`src/rtl/deserializer_if.sv`:
```
// Serial-in / parallel-out bundle for the deserializer.
// The slave modport is the receiver; the master side drives the line and observes the word.
interface deserializer_if #(
    parameter int DATA_W = 12,
    parameter int CNT_W  = 8
);
    logic              serial_data;
    logic [DATA_W-1:0] parallel_data;
    logic              data_valid;
    logic              busy;
    logic              sync_lost;
    logic [CNT_W-1:0]  frame_cnt;

    modport master (
        output serial_data,
        input  parallel_data, data_valid, busy, sync_lost, frame_cnt
    );

    modport slave (
        input  serial_data,
        output parallel_data, data_valid, busy, sync_lost, frame_cnt
    );
endinterface

```
`src/rtl/deserializer.sv`:
```
// Serial frame receiver: start field of START_LEN zeros, DATA_W bits LSB first,
// one-cycle valid strobe per word, back-to-back tracking and sync-loss flag.
module deserializer #(
    parameter int DATA_W    = 12,
    parameter int START_LEN = 1,
    parameter int CNT_W     = 8
) (
    input  logic          clk,
    input  logic          rst_n,
    deserializer_if.slave bus
);
    localparam int BC_W = $clog2(DATA_W + 1);
    localparam int ZC_W = $clog2(START_LEN + 1);

    typedef enum logic [1:0] {S_IDLE, S_START, S_DATA, S_HUNT} state_t;

    state_t            r_state, w_state_nxt;
    logic [DATA_W-1:0] r_shift, w_shift_nxt;
    logic [DATA_W-1:0] r_pdata, w_pdata_nxt;
    logic [BC_W-1:0]   r_bit_cnt, w_bit_cnt_nxt;
    logic [ZC_W-1:0]   r_zcnt, w_zcnt_nxt;
    logic [CNT_W-1:0]  r_frame_cnt, w_frame_cnt_nxt;
    logic              r_valid, w_valid_nxt;
    logic              r_sync_lost, w_sync_lost_nxt;
    logic              r_busy, w_busy_nxt;
    logic [DATA_W-1:0] w_shift_in;

    assign w_shift_in = {bus.serial_data, r_shift[DATA_W-1:1]};
    assign w_busy_nxt = (w_state_nxt == S_START) || (w_state_nxt == S_DATA);

    always_comb begin
        w_state_nxt     = r_state;
        w_shift_nxt     = r_shift;
        w_pdata_nxt     = r_pdata;
        w_bit_cnt_nxt   = r_bit_cnt;
        w_zcnt_nxt      = r_zcnt;
        w_frame_cnt_nxt = r_frame_cnt;
        w_valid_nxt     = 1'b0;
        w_sync_lost_nxt = 1'b0;
        unique case (r_state)
            S_IDLE, S_HUNT: begin
                if (!bus.serial_data) begin
                    w_bit_cnt_nxt = '0;
                    if (START_LEN == 1) begin
                        w_state_nxt = S_DATA;
                    end else begin
                        w_state_nxt = S_START;
                        w_zcnt_nxt  = ZC_W'(1);
                    end
                end else if (r_state == S_HUNT) begin
                    // A frame just ended and no new start field followed it
                    w_state_nxt     = S_IDLE;
                    w_sync_lost_nxt = 1'b1;
                end
            end
            S_START: begin
                if (bus.serial_data) begin
                    w_state_nxt = S_IDLE;
                end else begin
                    w_zcnt_nxt = r_zcnt + 1'b1;
                    if (r_zcnt == ZC_W'(START_LEN - 1)) begin
                        w_state_nxt   = S_DATA;
                        w_bit_cnt_nxt = '0;
                    end
                end
            end
            S_DATA: begin
                w_shift_nxt   = w_shift_in;
                w_bit_cnt_nxt = r_bit_cnt + 1'b1;
                if (r_bit_cnt == BC_W'(DATA_W - 1)) begin
                    w_pdata_nxt     = w_shift_in;
                    w_valid_nxt     = 1'b1;
                    w_frame_cnt_nxt = r_frame_cnt + 1'b1;
                    w_state_nxt     = S_HUNT;
                end
            end
            default: w_state_nxt = S_IDLE;
        endcase
    end

    always_ff @(posedge clk or negedge rst_n) begin
        if (!rst_n) begin
            r_state     <= S_IDLE;
            r_shift     <= '0;
            r_pdata     <= '0;
            r_bit_cnt   <= '0;
            r_zcnt      <= '0;
            r_frame_cnt <= '0;
            r_valid     <= 1'b0;
            r_sync_lost <= 1'b0;
            r_busy      <= 1'b0;
        end else begin
            r_state     <= w_state_nxt;
            r_shift     <= w_shift_nxt;
            r_pdata     <= w_pdata_nxt;
            r_bit_cnt   <= w_bit_cnt_nxt;
            r_zcnt      <= w_zcnt_nxt;
            r_frame_cnt <= w_frame_cnt_nxt;
            r_valid     <= w_valid_nxt;
            r_sync_lost <= w_sync_lost_nxt;
            r_busy      <= w_busy_nxt;
        end
    end

    assign bus.parallel_data = r_pdata;
    assign bus.data_valid    = r_valid;
    assign bus.busy          = r_busy;
    assign bus.sync_lost     = r_sync_lost;
    assign bus.frame_cnt     = r_frame_cnt;
endmodule
```
`src/flat_wrapper.sv`:
```
// flat-port wrapper written by rule: the top's interface ports become plain ports
module deserializer_flat 
#(
    parameter int DATA_W    = 12,
    parameter int START_LEN = 1,
    parameter int CNT_W     = 8
)
  (clk, rst_n, bus_serial_data, bus_parallel_data, bus_data_valid, bus_busy, bus_sync_lost, bus_frame_cnt);
  deserializer_if #(.DATA_W(DATA_W), .CNT_W(CNT_W)) bus_i ();
  input  logic clk;
  input  logic rst_n;
  input wire logic [$bits(bus_i.serial_data)-1:0] bus_serial_data;
  output wire logic [$bits(bus_i.parallel_data)-1:0] bus_parallel_data;
  output wire logic [$bits(bus_i.data_valid)-1:0] bus_data_valid;
  output wire logic [$bits(bus_i.busy)-1:0] bus_busy;
  output wire logic [$bits(bus_i.sync_lost)-1:0] bus_sync_lost;
  output wire logic [$bits(bus_i.frame_cnt)-1:0] bus_frame_cnt;
  assign bus_i.serial_data = bus_serial_data;
  assign bus_parallel_data = bus_i.parallel_data;
  assign bus_data_valid = bus_i.data_valid;
  assign bus_busy = bus_i.busy;
  assign bus_sync_lost = bus_i.sync_lost;
  assign bus_frame_cnt = bus_i.frame_cnt;
  deserializer #(.DATA_W(DATA_W), .START_LEN(START_LEN), .CNT_W(CNT_W)) u_core (.clk(clk), .rst_n(rst_n), .bus(bus_i));
endmodule
```
`config.mk`:
```
export PLATFORM = sky130hd
export DESIGN_NAME = deserializer_flat
export DESIGN_NICKNAME = d
export VERILOG_FILES = /design/src/rtl/deserializer_if.sv /design/src/rtl/deserializer.sv /design/src/flat_wrapper.sv
export SDC_FILE = /design/constraint.sdc
export NUM_CORES = 1
export LEC_CHECK = 0
export ABC_AREA = 1
export ABC_CLOCK_PERIOD_IN_PS = 1600
export BUFFER_PORTS_ARGS = -buffer_cell sky130_fd_sc_hd__buf_4
export CAP_MARGIN = 15
export CORE_MARGIN = 10
export CORE_UTILIZATION = 50
export DETAILED_ROUTE_END_ITERATION = 8
export PLACE_DENSITY = 0.79
export RECOVER_POWER = 25
export SLEW_MARGIN = 20
export SYNTH_ARGS = -nofsm -noshare
export SYNTH_HDL_FRONTEND = slang
export SYNTH_SLANG_ARGS = --single-unit
```
`constraint.sdc`:
```
create_clock -name clk -period 1.6 [get_ports clk]
set_clock_uncertainty 0.1 [all_clocks]
set_input_delay 0 -clock clk [delete_from_list [all_inputs] [get_ports clk]]
set_output_delay 0 -clock clk [all_outputs]
set_load 0.05 [all_outputs]
```
==> impl_metrics.json, run 1 <==
{
  "outcome": "finished, final reports clean",
  "dr.pass1.iters": 4,
  "wl_mm": 3.38,
  "startpoint_type": "flop",
  "seq_area_frac_synth_pct": 55.1,
  "critPathArrivalTime_ns": 1.57,
  "grt_setup_unrepaired": "true",
  "synth_top_cell_area_share_pct": 55.1,
  "worstMarginPinSlew_ns": 0.988,
  "avgSynthCellArea_um2": 9.13,
  "place_congestion": 0.792,
  "critical_path_class": "reg2reg",
  "fin_ws_ns": 0.0979,
  "synth_edf_count": 0,
  "post-place-ws_ns": -0.120,
  "yosys-top-cells-area": "dfrtp_1 (55%), nand2_1 (11%), inv_1 (6.6%), o21ai_0 (6.2%), ha_1 (5.4%)",
  "grt_pass1_wl_mm": 5.99,
  "min_period_ns": 1.50,
  "power.total_mw": 4.54,
  "hp-class": "in2async",
  "remaining_drc_errors": 0,
  "synth_largest_area_cell": "dfrtp_1",
  "finalCritPeriodShare_pct": 93.9,
  "final_nets": 252,
  "antenna_found_initial": 0,
  "final_util_pct": 63.1,
  "tritoncts": "built",
  "syn_inst": 204,
  "syn2layout_area_growth_pct": 23.0,
  "ys_types": 24,
  "synth_seq_cells": 41,
  "fmax_ghz": 0.666,
  "viasPerCell": 4.74,
  "power_density_nw_per_um2": 1980,
  "portBuffers": 25,
  "slew_violations": 0,
  "vias": 1371,
  "antenna_left": 0,
  "grt_pass1_vias": 1393,
  "ir_drop_mv": 0.613,
  "end_kind": "flop",
  "clk_latency_ns": 0.29,
  "whs_ns": 0.306,
  "die_w_um": 81.0,
  "dp_hpwl_mm": 2.42,
  "cts_buffers": 5,
  "die_area_um2": 6570,
  "required_ns": 1.67,
  "ios": 26,
  "antenna_cells": 0,
  "cts.htree.levels": 2,
  "cts_buffer_depth": 2,
  "clkTransAtPathRegs_ns": 0.08,
  "drive_gt1_share_pct": 25.7,
  "grt_max_degree": 42,
  "p_leak_nw": 1.26,
  "core_area_um2": 3630,
  "die_h_um": 81.0,
  "final-setup-viol-count": 0,
  "synth.net_count": 215,
  "ys_warn_count": 0,
  "synth_area_um2": 1860,
  "layoutNonFillerInstCount": 289,
  "start_util_pct": 51.3,
  "maxSlewHeadroom_pct": 34.2,
  "drt_iter0_markers": 70,
  "stdcell_area_um2": 2290,
  "detail_route.wl_per_cell_um": 11.7,
  "rows": 22,
  "async_flop_share_pct": 100,
  "final_cell_mix": "nand2_1 (53), dfrtp_1 (41), buf_4 (31)",
  "max_cap_violations": 0,
  "finalHoldViolCount": 0,
  "dp.cells": 278,
  "globalRouteOverflowTotal": 0,
  "root_buffer": "clkbuf_8",
  "synth_flop_cell": "dfrtp_1",
  "placed_area_um2": 2120,
  "final_common_cell": "nand2_1",
  "setup-tns-final_ns": 0,
  "cts_sinks": 41,
  "path_max_fanout": 12,
  "grtUsageTotal_pct": 11.3
}
layout make-up:
cell class / instances / area (um^2)
multi-input combinational: 123 / 691
fill: 319 / 1340
inverter: 34 / 130
clock inverter: 2 / 35.0
sequential: 41 / 1030
tap: 48 / 60.1
clock buffer: 5 / 68.8
timing repair buffer: 36 / 280
Yosys cell counts (all sizes together), types with 2 or more instances:
| cell | number |
|---|---|
| ha | 8 |
| o21bai | 2 |
| dfrtp | 41 |
| nand3 | 7 |
| inv | 34 |
| xor2 | 3 |
| buf | 4 |
| nor2 | 9 |
| nand2 | 59 |
| clkbuf | 2 |
| o21ai | 27 |
| xnor2 | 2 |
| nand4 | 4 |
worst max-delay path, cell delays in order (launching register included):
cell and delay (ns):
dfrtp_1 0.39, buf_4 0.14, ha_2 0.18, nand2_2 0.07
inv_2 0.04, nand2_4 0.16, buf_4 0.21, o21ai_0 0.09
per-layer routing:
layer,wire length (um),up-vias,global-route usage [%]
met3,251,4,5.08
met2,1630,24,19.5
li1,-,698,-
met4,27,0,2.77
met1,1480,645,12.5
met5,0,-,0
where the power goes:
part           internal (mW)  switching [mW]
combinational          0.682            1.40
clock                  0.453           0.344
sequential              1.42           0.237
state kept, by name, summed over array words and instances (netlist names):
signal	count
u_core.bus.data_valid	1
u_core.r_shift	11
u_core.r_zcnt	1
u_core.bus.busy	1
u_core.r_bit_cnt	4
u_core.r_state	2
u_core.bus.frame_cnt	8
u_core.bus.parallel_data	12
u_core.bus.sync_lost	1
what timing repair did:
action	CTS	global route
endpoints found under the hold margin	46	0
hold buffers	2	0
gates resized for setup	2	12
setup buffers	2	0
endpoints found under the setup margin	4	6
pin swaps	1	1
cell families after synthesis:
logic type | share of synthesized area, %
compound gates | 8.93
simple gates | 19.1
buf+inv | 9.13
xor+xnor | 2.35
fa+ha+maj | 5.37
flops | 55.1
worst paths after layout:
path	start	end	slack, ns	depth (start not counted)
min in group clk	u_core.r_shift[11]$_DFFE_PN0P_	u_core.r_shift[10]$_DFFE_PN0P_	0.38	2
min	rst_n	u_core.r_shift[1]$_DFFE_PN0P_	0.31	2
max	u_core.r_state[1]$_DFF_PN0_	u_core.bus.parallel_data[3]$_DFFE_PN0P_	0.1	7
max in group asynchronous	rst_n	u_core.r_shift[3]$_DFFE_PN0P_	0.49	2
min reg2reg	u_core.r_shift[11]$_DFFE_PN0P_	u_core.r_shift[10]$_DFFE_PN0P_	0.38	2
max reg2reg	u_core.r_state[1]$_DFF_PN0_	u_core.bus.parallel_data[3]$_DFFE_PN0P_	0.1	7
No activity file was read; power rests on OpenSTA's default activity.
==> inputs of run 2 (changes only) <==
--- a/config.mk
+++ b/config.mk
@@ -5,7 +5,7 @@
 export SDC_FILE = /design/constraint.sdc
 export NUM_CORES = 1
 export LEC_CHECK = 0
-export ABC_AREA = 1
+export ABC_AREA = 0
 export ABC_CLOCK_PERIOD_IN_PS = 1600
 export BUFFER_PORTS_ARGS = -buffer_cell sky130_fd_sc_hd__buf_4
 export CAP_MARGIN = 15
==> run 2 against run 1 <==
Sequential power barely moved. Sequential share of layout area rose by 0.71 points. Global-route usage rose by 0.65 points. Critical endpoint is now u_core.bus.busy$_DFF_PN0_.
==> impl_metrics.json, run 2 <==
{
  "outcome": "finished, final reports clean",
  "synth_flop_cell": "dfrtp_1",
  "largest_register_ffs": 12,
  "synth_seq_cells": 41,
  "cts_sinks": 41,
  "remaining_drc_errors": 0,
  "cp_common_cell": "inv_4",
  "critical-path-top-delay-family": "flip-flops",
  "cts.htree.levels": 2,
  "syn2layout_area_growth_pct": 28.4,
  "p_leak_nw": 1.17,
  "power.net_switching_mw": 1.72,
  "finalCritPeriodShare_pct": 99.7,
  "place_congestion": 0.766,
  "grt_setup_unrepaired": "true",
  "setup-tns-final_ns": 0,
  "synth.net_count": 162,
  "drive_gt1_share_pct": 38.3,
  "core_area_um2": 3360,
  "synth_edf_count": 0,
  "synth_most_common_cell": "nand2_1",
  "globalRouteMet2Util_pct": 21.2,
  "final_cell_mix": "nand2_1 (43), dfrtp_1 (39), buf_4 (38)",
  "required_ns": 1.77,
  "wl_mm": 3.61,
  "final_util_pct": 67.2,
  "dp_hpwl_mm": 2.51,
  "viasPerCell": 4.96,
  "die_h_um": 79.3,
  "finalHoldViolCount": 0,
  "seq_area_frac_synth_pct": 58.3,
  "critPathArrivalTime_ns": 1.77,
  "fmax_ghz": 0.627,
  "synth_largest_area_cell": "dfrtp_1",
  "drt_iter0_markers": 61,
  "dr.pass1.iters": 4,
  "switching_share_pct": 40.4,
  "avgSynthCellArea_um2": 11.7,
  "busiest_layer": "met2",
  "detail_route.wl_per_cell_um": 14.9,
  "clkTransAtPathRegs_ns": 0.12,
  "hp-class": "in2async",
  "portBuffers": 25,
  "max_stage_delay_ns": 0.48,
  "tritoncts": "built",
  "globalRouteOverflowTotal": 0,
  "synth_area_um2": 1760,
  "post-place-ws_ns": -0.0144,
  "worstMarginPinSlew_ns": 0.955,
  "maxSlewHeadroom_pct": 36.3,
  "end_kind": "flop",
  "ir_drop_mv": 1.04,
  "antenna_cells": 0,
  "clk_latency_ns": 0.34,
  "die_area_um2": 6290,
  "slowest_stage": "dfrtp_2",
  "grt_pass1_wl_mm": 6.07,
  "gr-usage-met1_pct": 12.9,
  "path_max_fanout": 5,
  "startpoint_type": "flop",
  "async_flop_share_pct": 100,
  "grtUsageTotal_pct": 12.0,
  "max_cap_violations": 0,
  "rows": 21,
  "syn_inst": 151,
  "final_common_cell": "nand2_1",
  "dp.cells": 228,
  "worst-path-buf-inv": 2,
  "antenna_found_initial": 0,
  "vias": 1201,
  "critical_path_class": "reg2reg",
  "layoutNonFillerInstCount": 242,
  "grt_max_degree": 42,
  "synth_top_cell_area_share_pct": 58.3,
  "crit_chain": "inv_4 -> ha_4 -> nand4b_4 -> inv_4 -> o21ai_2 -> o21ai_4 -> xor2_1",
  "power_density_nw_per_um2": 1880,
  "ys_warn_count": 0,
  "fin_ws_ns": 0.00513,
  "grtUsageMet3_pct": 4.28,
  "final-setup-viol-count": 0,
  "slew_violations": 0,
  "die_w_um": 79.3,
  "grt_pass1_vias": 1293,
  "combPwrFrac_pct": 44.2,
  "root_buffer": "clkbuf_4",
  "cts_buffer_depth": 2,
  "clkPwrFrac_pct": 16.5,
  "cts_buffers": 5,
  "intPower_mw": 2.54,
  "yosys-top-cells-area": "dfrtp_1 (58%), nand2_1 (9.2%), mux2_2 (7.0%), ha_1 (5.7%), xnor2_1 (3.0%)",
  "start_util_pct": 52.3,
  "synth_common_cells": "nand2_1 (43), dfrtp_1 (41), mux2_2 (11)",
  "min_period_ns": 1.59,
  "ios": 26,
  "antenna_left": 0,
  "power.total_mw": 4.26,
  "seq_power_share_pct": 39.3,
  "ys_types": 28,
  "final_nets": 206
}
==> run 2: power groups by stage <==
stage               sequential [mW]  combinational [mW]  clock (mW)
floorplan                      2.15               0.725           0
global route                   1.72                2.03       0.776
finish                         1.67                1.88       0.703
global placement               1.65                1.73           0
CTS                            1.66                1.83       0.724
detailed placement             1.68                1.79           0
==> run 2: cell families after synthesis <==
family,count (synthesis),synth area share [%]
XOR/XNOR,9,4.48
flip-flops,41,58.3
AND/OR/NAND/NOR,59,16.8
buffers and inverters,9,2.42
multiplexers,11,7.04
AO/OA/AOI/OAI,14,5.33
adder cells (fa/ha/maj),8,5.69
==> run 2: final timing paths <==
kind                                                     start                                       to  slack (ns)  cells past startpoint
max                                u_core.r_state[0]$_DFF_PN0_                u_core.bus.busy$_DFF_PN0_       0.005                      7
min                                                      rst_n  u_core.bus.parallel_data[9]$_DFFE_PN0P_        0.22                      2
max reg2reg                        u_core.r_state[0]$_DFF_PN0_                u_core.bus.busy$_DFF_PN0_       0.005                      7
min reg2reg                u_core.bus.frame_cnt[7]$_DFFE_PN0P_      u_core.bus.frame_cnt[7]$_DFFE_PN0P_        0.38                      1
max in group asynchronous                                rst_n      u_core.bus.frame_cnt[0]$_DFFE_PN0P_        0.53                      2
min in group clk                               bus_serial_data           u_core.bus.sync_lost$_DFF_PN0_        0.38                      3
==> run 2: per-stage QoR <==
| step | hold WS [ns] | instance area, um^2 |
|---|---|---|
| 6_report | 0.224 | 2260 |
| 2_1_floorplan | -0.396 | 1780 |
| 3_5_place_dp | -0.0947 | 2080 |
| 5_1_grt | 0.309 | 2260 |
| 4_1_cts | 0.0489 | 2220 |
| 3_3_place_gp | -0.0996 | 2080 |
==> run 2: area by class of cell <==
class                           instances  area [um^2]
Fill cell                             276         1100
Sequential cell                        41         1030
Multi-Input combinational cell        101          752
Timing Repair Buffer                   41          310
Tap cell                               46         57.6
Clock buffer                            6         51.3
Clock inverter                          2         37.5
Inverter                                5         23.8
==> run 2: repair_timing <==
action                                  4_1_cts  5_1_grt
endpoints found under the setup margin        4       18
gates resized for setup                       3        9
pin swaps                                     0        0
endpoints found under the hold margin        47        0
buffers inserted                              2        2
hold buffers                                  2        0
==> run 2: routing by layer <==
layer / share of wire, % / vias to the layer above
met5: 0 / -
met4: 1.8 / 0
met3: 4.8 / 8
met2: 53 / 19
met1: 40 / 589
li1: - / 585
